--- config.mk ---
export PLATFORM = sky130hd
export DESIGN_NAME = srt_div_unit
export DESIGN_NICKNAME = d
export VERILOG_FILES = /design/src/rtl/srt_div_unit.sv
export SDC_FILE = /design/constraint.sdc
export NUM_CORES = 1
export LEC_CHECK = 0
export ABC_CLOCK_PERIOD_IN_PS = 6900
export BUFFER_PORTS_ARGS = -buffer_cell sky130_fd_sc_hd__buf_2
export CAP_MARGIN = 10
export CORE_ASPECT_RATIO = 1.75
export CORE_UTILIZATION = 40
export DETAILED_ROUTE_END_ITERATION = 8
export PLACE_DENSITY = 0.56
export RECOVER_POWER = 100
export SLEW_MARGIN = 20
export SYNTH_ARGS = -nofsm -noshare
export SYNTH_HDL_FRONTEND = slang
export SYNTH_SLANG_ARGS = --single-unit
--- constraint.sdc ---
create_clock -name clk -period 6.9 [get_ports clk]
set_input_delay 1.38 -clock clk [delete_from_list [all_inputs] [get_ports clk]]
set_output_delay 1.38 -clock clk [all_outputs]
set_load 0.01 [all_outputs]
--- src/rtl/srt_div_unit.sv ---
// Radix-2 non-restoring integer divider with valid/ready handshakes, signed or
// unsigned operands per request, early-out special cases and a flush input.
module srt_div_unit #(
  parameter int WIDTH = 32
) (
  input  logic             clk,
  input  logic             rst_n,
  input  logic             in_valid,
  output logic             in_ready,
  input  logic             usigned,
  input  logic [WIDTH-1:0] dividend,
  input  logic [WIDTH-1:0] divisor,
  input  logic             flush,
  output logic             out_valid,
  input  logic             out_ready,
  output logic [WIDTH-1:0] quotient,
  output logic [WIDTH-1:0] reminder,
  output logic             div_by_zero,
  output logic             overflow,
  output logic             busy
);

  localparam int CNT_W = $clog2(WIDTH + 1);
  localparam logic [CNT_W-1:0] CNT_LOAD = CNT_W'(WIDTH);
  localparam logic [CNT_W-1:0] CNT_LAST = CNT_W'(1);
  localparam logic [WIDTH-1:0] MIN_VAL  = {1'b1, {(WIDTH-1){1'b0}}};
  localparam logic [WIDTH-1:0] ALL_ONES = {WIDTH{1'b1}};

  typedef enum logic [2:0] {
    S_IDLE,
    S_LOAD,
    S_ITER,
    S_CORRECT,
    S_DONE
  } state_t;

  state_t                  state_q, state_d;
  logic [CNT_W-1:0]        cnt_q, cnt_d;
  logic [WIDTH-1:0]        dvd_q, dvd_d;
  logic [WIDTH-1:0]        dvs_q, dvs_d;
  logic                    usg_q, usg_d;
  logic signed [WIDTH:0]   prem_q, prem_d;
  logic signed [WIDTH:0]   dmag_q, dmag_d;
  logic [WIDTH-1:0]        qacc_q, qacc_d;
  logic                    qneg_q, qneg_d;
  logic                    rneg_q, rneg_d;
  logic [WIDTH-1:0]        quotient_q, quotient_d;
  logic [WIDTH-1:0]        reminder_q, reminder_d;
  logic                    dbz_q, dbz_d;
  logic                    ovf_q, ovf_d;

  logic signed [WIDTH:0]   shifted_rem;
  logic signed [WIDTH:0]   step_rem;
  logic signed [WIDTH:0]   fixed_rem;
  logic                    is_dbz;
  logic                    is_ovf;

  // MIN maps to 2^(WIDTH-1), which is still representable as an unsigned value.
  function automatic logic [WIDTH-1:0] magnitude(input logic [WIDTH-1:0] x,
                                                 input logic            is_signed);
    return (is_signed && x[WIDTH-1]) ? (~x + 1'b1) : x;
  endfunction

  function automatic logic [WIDTH-1:0] apply_sign(input logic [WIDTH-1:0] x,
                                                  input logic            neg);
    return neg ? (~x + 1'b1) : x;
  endfunction

  // Arithmetic wraps modulo 2^(WIDTH+1); the true step result always lies in
  // [-divisor, divisor) and therefore fits the partial-remainder register.
  always_comb begin
    shifted_rem = {prem_q[WIDTH-1:0], qacc_q[WIDTH-1]};
    step_rem    = prem_q[WIDTH] ? (shifted_rem + dmag_q) : (shifted_rem - dmag_q);
    fixed_rem   = prem_q[WIDTH] ? (prem_q + dmag_q) : prem_q;
    is_dbz      = (dvs_q == '0);
    is_ovf      = !usg_q && (dvd_q == MIN_VAL) && (dvs_q == ALL_ONES);
  end

  always_comb begin
    state_d    = state_q;
    cnt_d      = cnt_q;
    dvd_d      = dvd_q;
    dvs_d      = dvs_q;
    usg_d      = usg_q;
    prem_d     = prem_q;
    dmag_d     = dmag_q;
    qacc_d     = qacc_q;
    qneg_d     = qneg_q;
    rneg_d     = rneg_q;
    quotient_d = quotient_q;
    reminder_d = reminder_q;
    dbz_d      = dbz_q;
    ovf_d      = ovf_q;

    if (flush) begin
      state_d = S_IDLE;
    end else begin
      case (state_q)
        S_IDLE: begin
          if (in_valid) begin
            dvd_d   = dividend;
            dvs_d   = divisor;
            usg_d   = usigned;
            dbz_d   = 1'b0;
            ovf_d   = 1'b0;
            state_d = S_LOAD;
          end
        end
        S_LOAD: begin
          prem_d = '0;
          qacc_d = magnitude(dvd_q, !usg_q);
          dmag_d = {1'b0, magnitude(dvs_q, !usg_q)};
          qneg_d = !usg_q && (dvd_q[WIDTH-1] ^ dvs_q[WIDTH-1]);
          rneg_d = !usg_q && dvd_q[WIDTH-1];
          cnt_d  = CNT_LOAD;
          if (is_dbz) begin
            quotient_d = ALL_ONES;
            reminder_d = dvd_q;
            dbz_d      = 1'b1;
            state_d    = S_DONE;
          end else if (is_ovf) begin
            quotient_d = MIN_VAL;
            reminder_d = '0;
            ovf_d      = 1'b1;
            state_d    = S_DONE;
          end else begin
            state_d = S_ITER;
          end
        end
        S_ITER: begin
          prem_d = step_rem;
          qacc_d = {qacc_q[WIDTH-2:0], ~step_rem[WIDTH]};
          cnt_d  = cnt_q - 1'b1;
          if (cnt_q == CNT_LAST) begin
            state_d = S_CORRECT;
          end
        end
        S_CORRECT: begin
          // Quotient bits already follow the true remainder sign; only the
          // remainder needs restoring when the last step went negative.
          quotient_d = apply_sign(qacc_q, qneg_q);
          reminder_d = apply_sign(fixed_rem[WIDTH-1:0], rneg_q);
          state_d    = S_DONE;
        end
        S_DONE: begin
          if (out_ready) begin
            state_d = S_IDLE;
          end
        end
        default: state_d = S_IDLE;
      endcase
    end
  end

  always_ff @(posedge clk or negedge rst_n) begin
    if (!rst_n) begin
      state_q    <= S_IDLE;
      cnt_q      <= '0;
      dvd_q      <= '0;
      dvs_q      <= '0;
      usg_q      <= 1'b0;
      prem_q     <= '0;
      dmag_q     <= '0;
      qacc_q     <= '0;
      qneg_q     <= 1'b0;
      rneg_q     <= 1'b0;
      quotient_q <= '0;
      reminder_q <= '0;
      dbz_q      <= 1'b0;
      ovf_q      <= 1'b0;
    end else begin
      state_q    <= state_d;
      cnt_q      <= cnt_d;
      dvd_q      <= dvd_d;
      dvs_q      <= dvs_d;
      usg_q      <= usg_d;
      prem_q     <= prem_d;
      dmag_q     <= dmag_d;
      qacc_q     <= qacc_d;
      qneg_q     <= qneg_d;
      rneg_q     <= rneg_d;
      quotient_q <= quotient_d;
      reminder_q <= reminder_d;
      dbz_q      <= dbz_d;
      ovf_q      <= ovf_d;
    end
  end

  assign in_ready    = (state_q == S_IDLE);
  assign out_valid   = (state_q == S_DONE);
  assign busy        = (state_q != S_IDLE);
  assign quotient    = quotient_q;
  assign reminder    = reminder_q;
  assign div_by_zero = dbz_q;
  assign overflow    = ovf_q;

endmodule

==> impl_results.md <==
- Outcome: complete, but fails checks
- Failing checks: capacitance limit, slew limit
- Warning count from the yosys run: 0
- CTS Sinks: 239
- Syn_area_per_cell: 8.45 µm²
- Max stage delay cell, worst path: clkbuf_2
- Critical path arrival: 6.00 ns
- Initial antenna violation count: 0
- Skew final: 0.0154 ns
- Global-route wire length before repair: 80,300 µm
- PwrDens: 488 nW/µm²
- Crit-path cells: or4_1 > nor4_1 > nand3_1 > or2_0 > nor4_1 > a211oi_1 > or2_0 > clkbuf_2 > a211oi_1 > a21oi_1
- Max incr delay on CP: 1.01 ns
- Register bit count reported by yosys: 239
- Share of layout cells above drive strength 1: 10.9%
- Die X: 158 µm
- Post-Route WL: 51,300 µm
- Worst EP required: 7.28 ns
- Setup_tns: 0 ns
- Predominant post-synthesis flop cell: dfrtp_1
- Setup violators final: 0
- Unique masters post-synth: 88
- Synth Area in Simple Gates: 18.3%
- RSZ-0062 raised after global routing: no
- Crit path launch type: register
- Final slew viol count: 419
- P&R area growth vs syn: 11.3%
- Main combinational cell family by area after synthesis: compound AO/OA/AOI/OAI gates
- Final ANT Viol Nets: 0
- Die ar.: 43,700 µm²
- Non-filler cells, final: 2,689
- CTS Buffer Depth: 3
- # port buffers: 138
- Core area: 42,400 µm²
- Post-synthesis mux area share: 5.49%
- Register area share after synthesis: 34.9%
- XOR/XNOR Fraction of Synth Area: 8.99%
- Commonest non-fill, non-tap cell in the layout: nand2_1
- Final antenna diode count: 0
- # placed instances: 2,641
- Commonest cells after routing, fill and taps aside: nand2_1 (260), o21ai_0 (252), dfrtp_1 (238)
- Crit. End Element: register
- Residual DRC: 0
- Starting DRT DRC Count: 763
- CTS tree: yes
- Mapped Area: 17,100 µm²
- Io pins: 139
- Num rows: 100
- Hold Fails Final Rpt: 0
- GRT Total Usage: 23.8%
- CTS hold repair buffers: 0
- Pleak: 7.99 nW
- Fin nets: 2,251
- Fin crit period: 5.62 ns
- Clk slew on worst S/H paths: 0.06 ns
- GRT overflow: 0
- Total number of vias: 15,000
- Largest net degree at the start of global routing: 130
- Post-CTS resize count: 0
- Number of global-route vias before repair: 14,700
- DR vias/cell: 5.59
- Hold Path Class: register to register
- Worst slew pin tran: 4.08 ns
- Post-Syn Instances: 2,028
- Setup Fix Bufs, Post-CTS: 0
- Adder-cell area share of the yosys netlist: 5.42%
- GP Congestion: 0.848
- Synthesized Nets: 2,171
- Compound-Gate Fraction of Synth Area: 23.3%
- H-Tree Depth: 1
- TritonCTS buffer count: 26
- Max_slew headroom: -172%
- Fin crit share: 81.5%
- Die Ht: 276 µm
- Max VDD drop: 0.203 mV
- First-pass detailed-route iteration total: 5
- EDFF count, synth: 0
- Crit path kind: register to register
- Skew-Pair Late Insertion Delay: 0.56 ns
- Routed WL per cell: 19.1 µm
- HPWL Detailed: 39,400 µm
- Fmax achieved: 0.178 GHz
- Initial Utilization: 40.4%
- Root Buffer: clkbuf_16
- Crit-path max FO: 88
- Asr flop ratio synth: 100%
- Max cap viols: 8
==> cell usage after synthesis, types with 42 or more instances <==
master	number	share of area, %
a21oi_1	148	4.3
clkbuf_1	92	2.0
dfrtp_1	239	35
ha_1	71	5.2
inv_1	50	1.1
mux2_2	72	4.7
nand2_1	260	5.7
nor2_1	132	2.9
nor3_1	42	1.2
o21ai_0	246	7.2
xnor2_1	92	4.7
xor2_1	82	4.2
==> layer usage <==
layer | share of wire [%] | GRT usage, %
met1 | 40 | 26.3
met2 | 54 | 46.5
met3 | 3.0 | 1.84
met4 | 3.3 | 8.25
met5 | 0 | 0
==> cells by family after synthesis <==
family,count (synthesis)
AO/OA/AOI/OAI,653
XOR/XNOR,175
adder cells (fa/ha/maj),73
buffers and inverters,157
flip-flops,239
multiplexers,85
AND/OR/NAND/NOR,646
==> sequential cells by signal (all words and copies together), names as in the netlist, 3 cells and up <==
register  count
dvd_q        32
cnt_q         6
dmag_q       32
reminder     32
prem_q       33
dvs_q        32
qacc_q       32
state_q       3
quotient     32
==> where the power goes <==
| group | internal (W) | switching [W] |
|---|---|---|
| Clock | 0.000884 | 0.000623 |
| Combinational | 0.00223 | 0.00309 |
| Sequential | 0.00179 | 0.000693 |
==> area by class of cell <==
type | instances | area, µm²
Clock buffer | 32 | 744
Clock inverter | 16 | 179
Fill cell | 4229 | 23400
Inverter | 50 | 188
Multi-Input combinational cell | 1632 | 10500
Sequential cell | 239 | 5980
Tap cell | 561 | 702
Timing Repair Buffer | 159 | 746
==> path summary, 6_finish.rpt <==
path                             startpoint          end  slack, ns  cells after the start
worst max-delay path               dvd_q[6]  reminder[3]       1.28                     10
worst min-delay path            quotient[8]  quotient[8]       0.47                      2
worst max register to register     dvd_q[6]  reminder[3]       1.28                     10
worst min register to register  quotient[8]  quotient[8]       0.47                      2
max in group asynchronous             rst_n   prem_q[32]       3.37                      2
min in group asynchronous             rst_n  quotient[2]       1.70                      1
==> critical path, delay by kind of cell, from the launching register on <==
| kind | cells | cell delay, ns |
|---|---|---|
| compound gates | 3 | 0.75 |
| flops | 1 | 0.47 |
| buf+inv | 1 | 1.01 |
| simple gates | 6 | 3.15 |
==> metrics by stage <==
stage               util (%)  hold WS [ns]  cell area [µm²]  setup slack (ns)  total power, W
finish                  44.9         0.474            19100              1.28         0.00931
global route            44.9         0.501            19100             0.838          0.0101
CTS                     45.3         0.478            19200              1.66         0.00939
detailed placement      43.2         0.464            18300              1.70         0.00784
global placement        43.2         0.457            18300              1.78         0.00776
floorplan                  -         0.475            17100              1.41         0.00649
Note: power is estimated with default switching activity, not from simulation.
